==> src/rtl/regfile_wb_queue.sv <==
// rtl/regfile_wb_queue.sv - write-back staging FIFO with one-hot drain and read forwarding
module regfile_wb_queue #(
    parameter int DATA_W   = 16,
    parameter int NUM_REGS = 16,
    parameter int ADDR_W   = 4,
    parameter int DEPTH    = 4
) (
    input  logic                       clk,
    input  logic                       rst,
    input  logic                       wb_valid,
    output logic                       wb_ready,
    input  logic [ADDR_W-1:0]          wb_addr,
    input  logic [DATA_W-1:0]          wb_data,
    input  logic                       drain_en,
    output logic [NUM_REGS-1:0]        WriteReg,
    output logic [DATA_W-1:0]          WriteData,
    input  logic [ADDR_W-1:0]          rd_addr1,
    input  logic [ADDR_W-1:0]          rd_addr2,
    output logic [NUM_REGS-1:0]        ReadEnable1,
    output logic [NUM_REGS-1:0]        ReadEnable2,
    input  logic [DATA_W-1:0]          rf_rdata1,
    input  logic [DATA_W-1:0]          rf_rdata2,
    output logic [DATA_W-1:0]          rd_data1,
    output logic [DATA_W-1:0]          rd_data2,
    output logic [$clog2(DEPTH):0]     count,
    output logic                       full,
    output logic                       empty
);

    localparam int PTR_W = $clog2(DEPTH);
    localparam int CNT_W = PTR_W + 1;

    logic [ADDR_W-1:0] addr_q [DEPTH];
    logic [DATA_W-1:0] data_q [DEPTH];
    logic [PTR_W-1:0]  head;
    logic [PTR_W-1:0]  tail;
    logic              push;
    logic              pop;

    assign full     = (count == CNT_W'(DEPTH));
    assign empty    = (count == '0);
    assign wb_ready = !full || drain_en;
    // R0 writes complete the handshake but are never stored.
    assign push     = wb_valid && wb_ready && (wb_addr != '0);
    assign pop      = !empty && drain_en;

    always_ff @(posedge clk) begin
        if (!rst) begin
            head  <= '0;
            tail  <= '0;
            count <= '0;
        end else begin
            if (push) begin
                addr_q[tail] <= wb_addr;
                data_q[tail] <= wb_data;
                tail         <= tail + 1'b1;
            end
            if (pop) begin
                head <= head + 1'b1;
            end
            case ({push, pop})
                2'b10:   count <= count + 1'b1;
                2'b01:   count <= count - 1'b1;
                default: count <= count;
            endcase
        end
    end

    assign WriteReg    = pop ? (NUM_REGS'(1) << addr_q[head]) : '0;
    assign WriteData   = data_q[head];
    assign ReadEnable1 = NUM_REGS'(1) << rd_addr1;
    assign ReadEnable2 = NUM_REGS'(1) << rd_addr2;

    // Walk oldest to youngest so the last match (tail-most) wins.
    function automatic logic [DATA_W-1:0] forward(input logic [ADDR_W-1:0] addr,
                                                  input logic [DATA_W-1:0] rf_data);
        logic [DATA_W-1:0] result;
        logic [PTR_W-1:0]  idx;
        result = rf_data;
        for (int i = 0; i < DEPTH; i++) begin
            idx = head + PTR_W'(i);
            if ((CNT_W'(i) < count) && (addr_q[idx] == addr)) begin
                result = data_q[idx];
            end
        end
        if (addr == '0) begin
            result = '0;
        end
        return result;
    endfunction

    always_comb begin
        rd_data1 = forward(rd_addr1, rf_rdata1);
        rd_data2 = forward(rd_addr2, rf_rdata2);
    end

endmodule

==> config.mk <==
export PLATFORM = sky130hd
export DESIGN_NAME = regfile_wb_queue
export DESIGN_NICKNAME = d
export VERILOG_FILES = /design/src/rtl/regfile_wb_queue.sv
export SDC_FILE = /design/constraint.sdc
export NUM_CORES = 1
export LEC_CHECK = 0
export CORE_MARGIN = 10
export CORE_UTILIZATION = 46
export DETAILED_ROUTE_END_ITERATION = 12
export GPL_TIMING_DRIVEN = 0
export PLACE_DENSITY_LB_ADDON = 0.15
export SYNTH_ARGS = -nofsm -noshare
export SYNTH_HDL_FRONTEND = slang
export SYNTH_SLANG_ARGS = --single-unit
==> constraint.sdc <==
create_clock -name clk -period 3.16 [get_ports clk]
set_clock_uncertainty 0.2 [all_clocks]
set_input_delay 0.632 -clock clk [delete_from_list [all_inputs] [get_ports clk]]
set_output_delay 0.632 -clock clk [all_outputs]
set_load 0.02 [all_outputs]
; Word-level counts from Yosys, hierarchy flattened
; Memories as Yosys holds them, arrays and structs flattened. A register that Yosys moved wholly into a read port is not among the register bits.
; Cells that the tools add are included.
[word_totals]
register_bits = 7
n_memories = 2
output_inout_bits = 102
ramBits = 80
in_bits = 64
elab_cells = 67
[classes]
addsub = 6
n_reduce_logical = 19
mux = 19
n_shift = 3
n_lt_le_gt_ge = 4
eq_ne = 11
[memory_table]
columns = name, words, word_bits, read_ports, rd_clocked_by_memory_dff, wr, line_no
row1 = data_q, 4, 16, 4, 1, 1, 34  ; logic [DATA_W-1:0] data_q [DEPTH];
row2 = addr_q, 4, 4, 4, 1, 1, 33  ; logic [ADDR_W-1:0] addr_q [DEPTH];
[op_table]
columns = cell, count
row1 = $mux W16, 11
row2 = $shl A1 B4 Y16 const A, 3
row3 = $eq A4 B4 Y1, 8
row4 = $logic_and A1 B1 Y1, 11
row5 = $logic_not A4 Y1, 2
row6 = $mux W2, 4
row7 = $lt A1 B3 Y1 const A, 2
row8 = $lt A2 B3 Y1 const A, 2
row9 = $pmux W3 S2, 1
row10 = $add A2 B1 Y2 const B, 2
row11 = $add A2 B2 Y2 const B, 2
row12 = $reduce_bool A4 Y1, 1
row13 = $add A3 B1 Y3 const B, 1
row14 = $eq A3 B3 Y1 const B, 1
row15 = $logic_not A3 Y1, 1
row16 = $mux W1, 3
row17 = $sub A3 B1 Y3 const B, 1
row18 = $eq A2 B1 Y1 const B, 1
row19 = $eq A2 B2 Y1 const B, 1
row20 = $logic_not A1 Y1, 2
row21 = $reduce_bool A2 Y1, 1
row22 = $logic_or A1 B1 Y1, 1

; Depth between registers and ports, before layout
; Gate-level depths: netlist (run 1).
[depth]
ltp_word = 8
ltp_mapped = 11
mapped_depth_nobuf = 10

; Worst setup path after synthesis (run 1)
; No wires, ideal clock.
[synth_timing]
path_kind = register to output
from = memory addr_q[3][3]
to = output rd_data2[12]
path_buffers = 2
arrival_ns = 2.617
slack_ns = -0.289
stages_incl_launch_ff = 10
cell_sequence = edfxtp_1 mux4_2 or3_1 o21ai_1 and4_1 buf_2 buf_4 a21oi_1 a221o_1 a31oi_1
[synth_lines]
columns = element, line_no
row1 = "start, declared", 33
row2 = "end, declared", 24  ; output logic [DATA_W-1:0] rd_data2,

==> flow_summary.ini, run 1 <==
[clock_tree]
path_clk_slew_ns = 0.06
cts_tree = yes
cts_sinks = 89
clk_latency_ns = 0.35
ctsHoldBuffers = 0
htreeDepth = 3
cts_buffers = 9
cts-root-buf = clkbuf_16
cts_buffer_depth = 2

[worst_setup_path]
cp_common_cell = buf_12
startpoint_type = register
r2r_slack_ns = 0.52
endpoint_kind = primary output
crit_slowest_cell = mux4_2
crit_required_ns = 2.33
crit_fanout = 6
rr_worst_depth = 10
slowest_delay_ns = 0.55
worst_ep_arrival_time_ns = 3.05
crit_chain = mux4_2 > xnor2_1 > nand3_2 > nor3_4 > buf_12 > buf_12 > mux2_4 > a21oi_4 > o221ai_2 > buf_4
path_class = reg2out

[global_route]
grt_start_max_net_pins = 21
use_met3_pct = 6.04
grt_most_used_layer = met2
antenna_found_initial = 0
grt_pass1_wl_um = 41000
grt_overflow = 0
first_global_vias = 7117
globalRouteMet1Util_pct = 31.2
grt_usage_pct = 25.9
use_met2_pct = 43.3

[die]
fp.dieH_um = 144
die_x_um = 144
num_rows = 45
dieArea_um2 = 20600
initial_core_util_pct = 46.6
core_area_um2 = 15100
io_pins = 166

[finish]
seq_area_um2 = 2590
syn_to_final_growth_pct = 55.4
multiInputGateArea_um2 = 5000
antenna_cells = 0
drive_gt1_share_pct = 36.6
fillers = 1060
finalNonFillerCells = 1105
final_nets = 985
final_area_um2 = 10900

[power]
ir_drop_mv = 0.342
swShare_pct = 41.9
p_per_area_nw_per_um2 = 593
p_int_w = 0.00377
switching_power_w = 0.00272
power_w = 0.00648
power_frac_seq_pct = 22.5
p_clk_share_pct = 16.6
p_leak_nw = 4.12
combinationalPowerShare_pct = 60.9

[synth]
synth-seq-cells = 89
synth_xor_area_share_pct = 4.95
ys_seq_area_share_pct = 36.7
ys_warn_count = 0
yosysTopAreaCell = edfxtp_1
yosys.area_share.simple_pct = 13.8
syn_nets = 763
synthArstFlopShare_pct = 0
yosys.area_share.adder_pct = 1.60
synth_cells = 690
syn_area_per_cell_um2 = 10.2
netlist_area_um2 = 7030
synthMuxAreaShare_pct = 25.6
synth_compound_area_share_pct = 13.3
netlist.area_leader.share_pct = 34.2
ys_types = 50
synthTopCellsByArea = edfxtp_1 (34%), mux2i_1 (12%), mux4_2 (8.3%)
synth_top_family_by_area = multiplexers
synth_edf_count = 80
synthFlopType = edfxtp_1

[place]
placedCellCount = 1043
io_buffers = 165
hpwlAfterDp_um = 18700
place_ws_ns = -1.91
gp_congestion = 0.926
post_dp_cell_area_um2 = 9290

[detailed_routing]
final_antenna_net_count = 0
vias = 7085
routed_wl_um = 28300
routed_via_density = 6.41
drc = 0
wl_per_cell_um = 25.6
drt_iter0_markers = 861
first_pass_iters = 6

[timing]
hold_ws_ns = 0.378
period_share_pct = 123
setup_viol = 35
rsz0062_at_grt = true
fin_crit_ns = 3.88
maxSlewHeadroom_pct = 54.7
fmax_ghz = 0.258
worst_slew_pin_slew_ns = 0.679
maxSlewViolCount = 0
finalHoldViolations = 0
fin_ws_ns = -0.721

[status]
violations = negative setup slack
status = finished, violations left

[min_path]
worstHoldPathCells = 2
holdCritPathClass = reg2reg

[flow_run]
maxCapViolations = 0
## registers in the layout, summed over array words and instances, names as in the netlist, named ones only
name,count
data_q,64
addr_q,16
count,3
head,2
tail,2
## cell usage after synthesis, types with 7 or more instances
cell type,count
mux2_2,19
o21ai_0,28
nor2b_1,10
nand2b_1,13
dfxtp_1,9
xor2_1,12
buf_2,14
a221oi_1,7
a31oi_1,17
edfxtp_1,80
mux2i_1,86
and2_1,7
buf_1,8
mux2_1,10
nor3_1,14
nor2_1,68
xnor2_1,24
o221ai_1,9
o21ai_1,12
nand2_1,59
a211o_1,8
a21oi_1,46
and3_1,8
inv_1,9
a221o_1,8
clkbuf_1,29
ha_1,9
o221a_1,7
mux4_2,26
## cell usage in the layout, fill, tap and decap left out, types with 21 or more instances in the layout
cell | netlist | final
buf_6 | 1 | 51
edfxtp_1 | 80 | 80
buf_4 | 2 | 45
nand2_1 | 59 | 56
mux4_2 | 26 | 27
dlygate4sd2_1 | 0 | 21
o21ai_0 | 28 | 21
mux2i_1 | 86 | 74
clkdlybuf4s50_1 | 0 | 80
nor2_1 | 68 | 57
a21oi_1 | 46 | 26
## layer usage
| layer | routed length (um) | up-vias |
|---|---|---|
| met3 | 2910 | 83 |
| met5 | 0 | - |
| li1 | - | 3054 |
| met1 | 10500 | 3439 |
| met4 | 1100 | 0 |
| met2 | 13800 | 509 |
## kinds of logic after synthesis
kind of cell,count (synthesis)
compound gates,146
xor+xnor,38
fa+ha+maj,9
buf+inv,64
flops,89
mux,142
simple gates,202
## power by group through the flow
stage / Clock (W) / Combinational [W] / Sequential, W
2_1_floorplan: 0 / 0.00215 / 0.00146
3_3_place_gp: 0 / 0.00322 / 0.00145
3_5_place_dp: 0 / 0.00327 / 0.00146
4_1_cts: 0.00108 / 0.00362 / 0.00145
5_1_grt: 0.00114 / 0.00415 / 0.00146
6_report: 0.00108 / 0.00395 / 0.00146
## timing repair
action | 4_1_cts | 5_1_grt
resized for setup | 402 | 141
setup buffers | 33 | 12
endpoints found under the setup margin | 180 | 151
pin swaps | 49 | 37
gates cloned | 5 | 1
## layout make-up
class / count / area share (%)
Clock buffer: 10 / 2.10
Timing Repair Buffer: 214 / 20.4
Sequential cell: 89 / 23.7
Buffer: 51 / 4.93
Tap cell: 188 / 2.15
Multi-Input combinational cell: 538 / 45.8
Inverter: 9 / 0.309
Clock inverter: 6 / 0.595
## final timing paths
kind | from | endpoint
worst max-delay path | addr_q[0][0] | rd_data1[6]
worst min-delay path | tail[1] | tail[1]
worst max register to register | count[1] | count[2]
worst min register to register | tail[1] | tail[1]
## metrics by stage
step                      setup TNS (ns)  util (%)
after floorplan                    -2.51         -
after global placement            -85.84      61.6
after detailed placement          -90.43      61.6
after CTS                         -18.83      68.9
after global routing              -23.07      72.4
final                             -20.72      72.4
## critical path: cells and delay by family, from the launching register on
| family | cells | cell delay (ns) |
|---|---|---|
| buffers and inverters | 3 | 0.48 |
| xor gates and xnor gates | 1 | 0.25 |
| DFF | 1 | 0.46 |
| muxes | 2 | 0.89 |
| and+or+nand+nor | 2 | 0.31 |
| AOI/OAI and AO/OA | 2 | 0.31 |
(Power assumes the default switching activity.)
==> run 2: changes to the inputs <==
- CORE_MARGIN: 10 -> 8
==> flow_summary.ini, run 2 (same netlist as run 1, synthesis figures left out) <==
[timing]
maxSlewHeadroom_pct = 53.3
tns_ns = -20.69
setup_viol = 39
maxSlewViolCount = 0
worst_slew_pin_slew_ns = 0.701
fmax_ghz = 0.259
fin_crit_ns = 3.86
fin_ws_ns = -0.699
finalHoldViolations = 0
rsz0062_at_grt = true
period_share_pct = 122

[detailed_routing]
wl_per_cell_um = 24.9
final_antenna_net_count = 0
drc = 0
drt_iter0_markers = 583
routed_via_density = 6.46
routed_wl_um = 27300
vias = 7088
first_pass_iters = 5

[place]
post_dp_cell_area_um2 = 9290
hpwlAfterDp_um = 18400
gp_congestion = 0.918
io_buffers = 165
place_ws_ns = -1.86

[die]
initial_core_util_pct = 46.6
core_area_um2 = 15100
num_rows = 45
io_pins = 166
die_x_um = 140
dieArea_um2 = 19500
fp.dieH_um = 140

[finish]
mostFrequentLayoutCell = clkdlybuf4s50_1
syn_to_final_growth_pct = 50.7
antenna_cells = 0
final_nets = 978
final_cell_mix = clkdlybuf4s50_1 (82), edfxtp_1 (80), mux2i_1 (75)
seq_area_um2 = 2590
top_register = data_q
largest_reg_flops = 64
fillers = 1103
final_area_um2 = 10600
multiInputGateArea_um2 = 4830
largestRegisters = data_q (64), addr_q (16), count (3)
drive_gt1_share_pct = 34.5
fin_util_pct = 70.2

[global_route]
grt_overflow = 0
antenna_found_initial = 0
grt_start_max_net_pins = 21
grt_pass1_wl_um = 40400
grt_usage_pct = 26.9
first_global_vias = 7185

[clock_tree]
cts_buffers = 9
cts-root-buf = clkbuf_16
ctsHoldBuffers = 0
path_clk_slew_ns = 0.07
htreeDepth = 3
cts_tree = yes
clk_latency_ns = 0.36
cts_buffer_depth = 2
cts_sinks = 89

[power]
ir_drop_mv = 0.394
power_w = 0.00636
p_leak_nw = 4.04
p_per_area_nw_per_um2 = 600

[worst_setup_path]
worst_ep_arrival_time_ns = 3.03
r2r_slack_ns = 0.55
crit_required_ns = 2.33
crit_fanout = 10
path_class = in2out
startpoint_type = input port
endpoint_kind = primary output

[status]
violations = negative setup slack
status = finished, violations left

[min_path]
holdCritPathClass = reg2reg

[flow_run]
maxCapViolations = 0
## run 2: stage by stage
| stage | std cells | hold WS, ns |
|---|---|---|
| 2_1_floorplan | 690 | 0.328 |
| 3_3_place_gp | 1043 | 0.346 |
| 3_5_place_dp | 1043 | 0.375 |
| 4_1_cts | 1094 | 0.379 |
| 5_1_grt | 1098 | 0.437 |
| 6_report | 1098 | 0.381 |
## run 2: layer usage
metal  up-vias  routed length, um  track usage [%]
met5         -                  0                0
met4         0               1120             12.9
met3        99               2670             7.49
met2       501              13000             44.7
met1      3444              10600             31.6
li1       3044                  -                -
## run 2: area by class of cell
class / instances / area share [%]
buffer: 54 / 5.02
clock buffer: 12 / 2.73
clock inverter: 4 / 0.272
inverter: 9 / 0.319
multi-input combinational: 537 / 45.6
sequential: 89 / 24.5
tap: 188 / 2.22
timing repair buffer: 205 / 19.4
## run 2: path summary, 6_finish.rpt
check | endpoint | depth (start not counted) | start
worst max-delay path | rd_data1[9] | 8 | rd_addr1[0]
worst min register to register | tail[1] | 2 | tail[1]
worst min-delay path | tail[1] | 2 | tail[1]
worst max register to register | data_q[0][2] | 7 | count[0]
## run 2: repair_timing
item	CTS	global route
pin swaps	44	26
cloned	4	0
gates resized for setup	384	95
setup buffers	32	4
endpoints found under the setup margin	178	138
## run 2: report_power, final
group | total [W] | switching, W | internal (W) | leakage (nW)
Sequential | 0.00145 | 0.0000788 | 0.00137 | 0.802
Clock | 0.00113 | 0.000479 | 0.000654 | 0.160
Combinational | 0.00377 | 0.00209 | 0.00169 | 3.07
Total | 0.00636 | 0.00264 | 0.00371 | 4.04
## run 2: critical path, stage by stage
cell and delay, ns:
clkdlybuf4s50_1 0.50, buf_4 0.23, or4_1 0.61, clkbuf_1 0.30
nand3b_1 0.21, buf_4 0.21, o221ai_1 0.14, buf_4 0.18
==> run 3: changes to the inputs <==
- CORE_UTILIZATION: 46 -> 52
- CTS_CLUSTER_SIZE: not set -> 8
- clock period: 3.16 -> 4.5 ns (I/O delays scaled with it)
==> flow_summary.ini, run 3 (same netlist as run 1, synthesis figures left out) <==
[status]
status = finished clean

[detailed_routing]
vias = 6911
drt_iter0_markers = 977
drc = 0
final_antenna_net_count = 0
routed_wl_um = 25600
wl_per_cell_um = 24.1
routed_via_density = 6.50
first_pass_iters = 7

[clock_tree]
cts_sinks = 89
cts_buffer_depth = 2
cts-root-buf = clkbuf_16
cts_buffers = 9
htreeDepth = 3
cts_tree = yes
path_clk_slew_ns = 0.06
clk_latency_ns = 0.35

[power]
p_int_w = 0.00241
p_clk_share_pct = 19.8
power_w = 0.00412
switching_power_w = 0.00171
swShare_pct = 41.6
p_leak_nw = 3.28
ir_drop_mv = 0.258
power_frac_seq_pct = 24.7
combinationalPowerShare_pct = 55.6
p_per_area_nw_per_um2 = 430

[finish]
final_nets = 956
antenna_cells = 0
drive_gt1_share_pct = 19.4
largest_reg_flops = 64
fin_util_pct = 72.3
largestRegisters = data_q (64), addr_q (16), count (3)
final_cell_mix = clkdlybuf4s50_1 (132), mux2i_1 (85), edfxtp_1 (80)
mostFrequentLayoutCell = clkdlybuf4s50_1
multiInputGateArea_um2 = 4290
top_register = data_q
finalNonFillerCells = 1064
fillers = 968
syn_to_final_growth_pct = 36.1
seq_area_um2 = 2590

[die]
initial_core_util_pct = 53.1
num_rows = 42
io_pins = 166
dieArea_um2 = 17500
die_x_um = 132
core_area_um2 = 13200
fp.dieH_um = 132

[worst_setup_path]
endpoint_kind = primary output
r2r_start = count[0]
worst_ep_arrival_time_ns = 3.40
cp_top_family = buffers and inverters
path_buf_inv = 4
slowest_delay_ns = 0.53
reg2reg_to = addr_q[3][2]
rr_worst_depth = 7
r2r_slack_ns = 1.21
crit_slowest_cell = clkdlybuf4s50_1
startpoint_type = input port
path_class = in2out
crit_chain = clkdlybuf4s50_1 > clkbuf_4 > xnor2_1 > nand3_1 > nor3_4 > buf_4 > a21oi_1 > a221o_1 > a31oi_1 > clkdlybuf4s15_1
crit_fanout = 10
crit_required_ns = 3.40

[timing]
finalHoldViolations = 0
fin_crit_ns = 4.50
rsz0062_at_grt = true
worst_slew_pin_slew_ns = 1.30
setup_viol = 0
maxSlewViolCount = 0
tns_ns = 0
period_share_pct = 100
maxSlewHeadroom_pct = 13.2
fmax_ghz = 0.222

[min_path]
holdCritPathClass = reg2reg
hold_end = tail[1]
worstHoldPathCells = 2
worstHoldStart = tail[1]

[place]
placedCellCount = 1031
hpwlAfterDp_um = 17700
io_buffers = 165
gp_congestion = 0.939

[global_route]
grt_overflow = 0
grt_usage_pct = 27.8
grt_pass1_wl_um = 38200
first_global_vias = 6868
grt_start_max_net_pins = 21
antenna_found_initial = 0

[flow_run]
maxCapViolations = 0
-- run 3: power by group through the flow --
stage | clock network [W] | logic, W | registers [W]
detailed placement | 0 | 0.00216 | 0.00102
floorplan | 0 | 0.00140 | 0.00102
CTS | 0.000812 | 0.00219 | 0.00101
finish | 0.000813 | 0.00229 | 0.00102
global placement | 0 | 0.00212 | 0.00102
global route | 0.000842 | 0.00240 | 0.00102
-- run 3: metal layers --
| layer | share of wire, % | up-vias | wire [um] | global-route usage [%] |
|---|---|---|---|---|
| met5 | 0 | - | 0 | 0 |
| met3 | 12 | 100 | 3180 | 8.46 |
| met2 | 46 | 545 | 11800 | 44.0 |
| met4 | 3.7 | 0 | 960 | 13.3 |
| met1 | 38 | 3275 | 9720 | 33.9 |
| li1 | - | 2991 | - | - |
-- run 3: final cells by class --
| class | count | share of cell area [%] |
|---|---|---|
| Multi-Input combinational cell | 537 | 44.8 |
| Clock inverter | 7 | 0.967 |
| Inverter | 9 | 0.353 |
| Timing Repair Buffer | 185 | 18.4 |
| Sequential cell | 89 | 27.0 |
| Tap cell | 176 | 2.30 |
| Buffer | 52 | 3.82 |
| Clock buffer | 9 | 2.35 |
-- run 3: worst max path at each step --
stage | from | endpoint | slack, ns | cells past startpoint
floorplan | rd_addr1[1] | rd_data1[12] | 0.67 | 8
global placement | rd_addr2[0] | rd_data2[10] | -0.95 | 9
detailed placement | rd_addr2[0] | rd_data2[1] | -1.00 | 9
CTS | rd_addr2[2] | rd_data2[6] | 0.002 | 10
global route | rd_addr2[2] | rd_data2[3] | -0.03 | 10
finish | rd_addr2[2] | rd_data2[3] | 0.002 | 10
-- run 3: through the flow --
| stage | hold WS (ns) | setup WS, ns | cell area [um2] |
|---|---|---|---|
| after floorplan | 0.328 | 0.666 | 7030 |
| after global placement | 0.352 | -0.951 | 8900 |
| after detailed placement | 0.369 | -1.00 | 8900 |
| after CTS | 0.379 | 0.00173 | 9420 |
| after global routing | 0.416 | -0.0344 | 9570 |
| final | 0.379 | 0.00220 | 9570 |
-- run 3: repair_timing --
action                     CTS  global route
cloned                       0             1
pin swaps                    7             3
hold buffers                 0             0
setup endpoints to repair   33            33
resized for setup          109            85
setup buffers               13             6
-- run 3: worst min-delay path, delay by kind of cell, from the launching register on --
family	cells	cell delay [ns]
simple gates	1	0.06
flops	1	0.35
mux	1	0.13
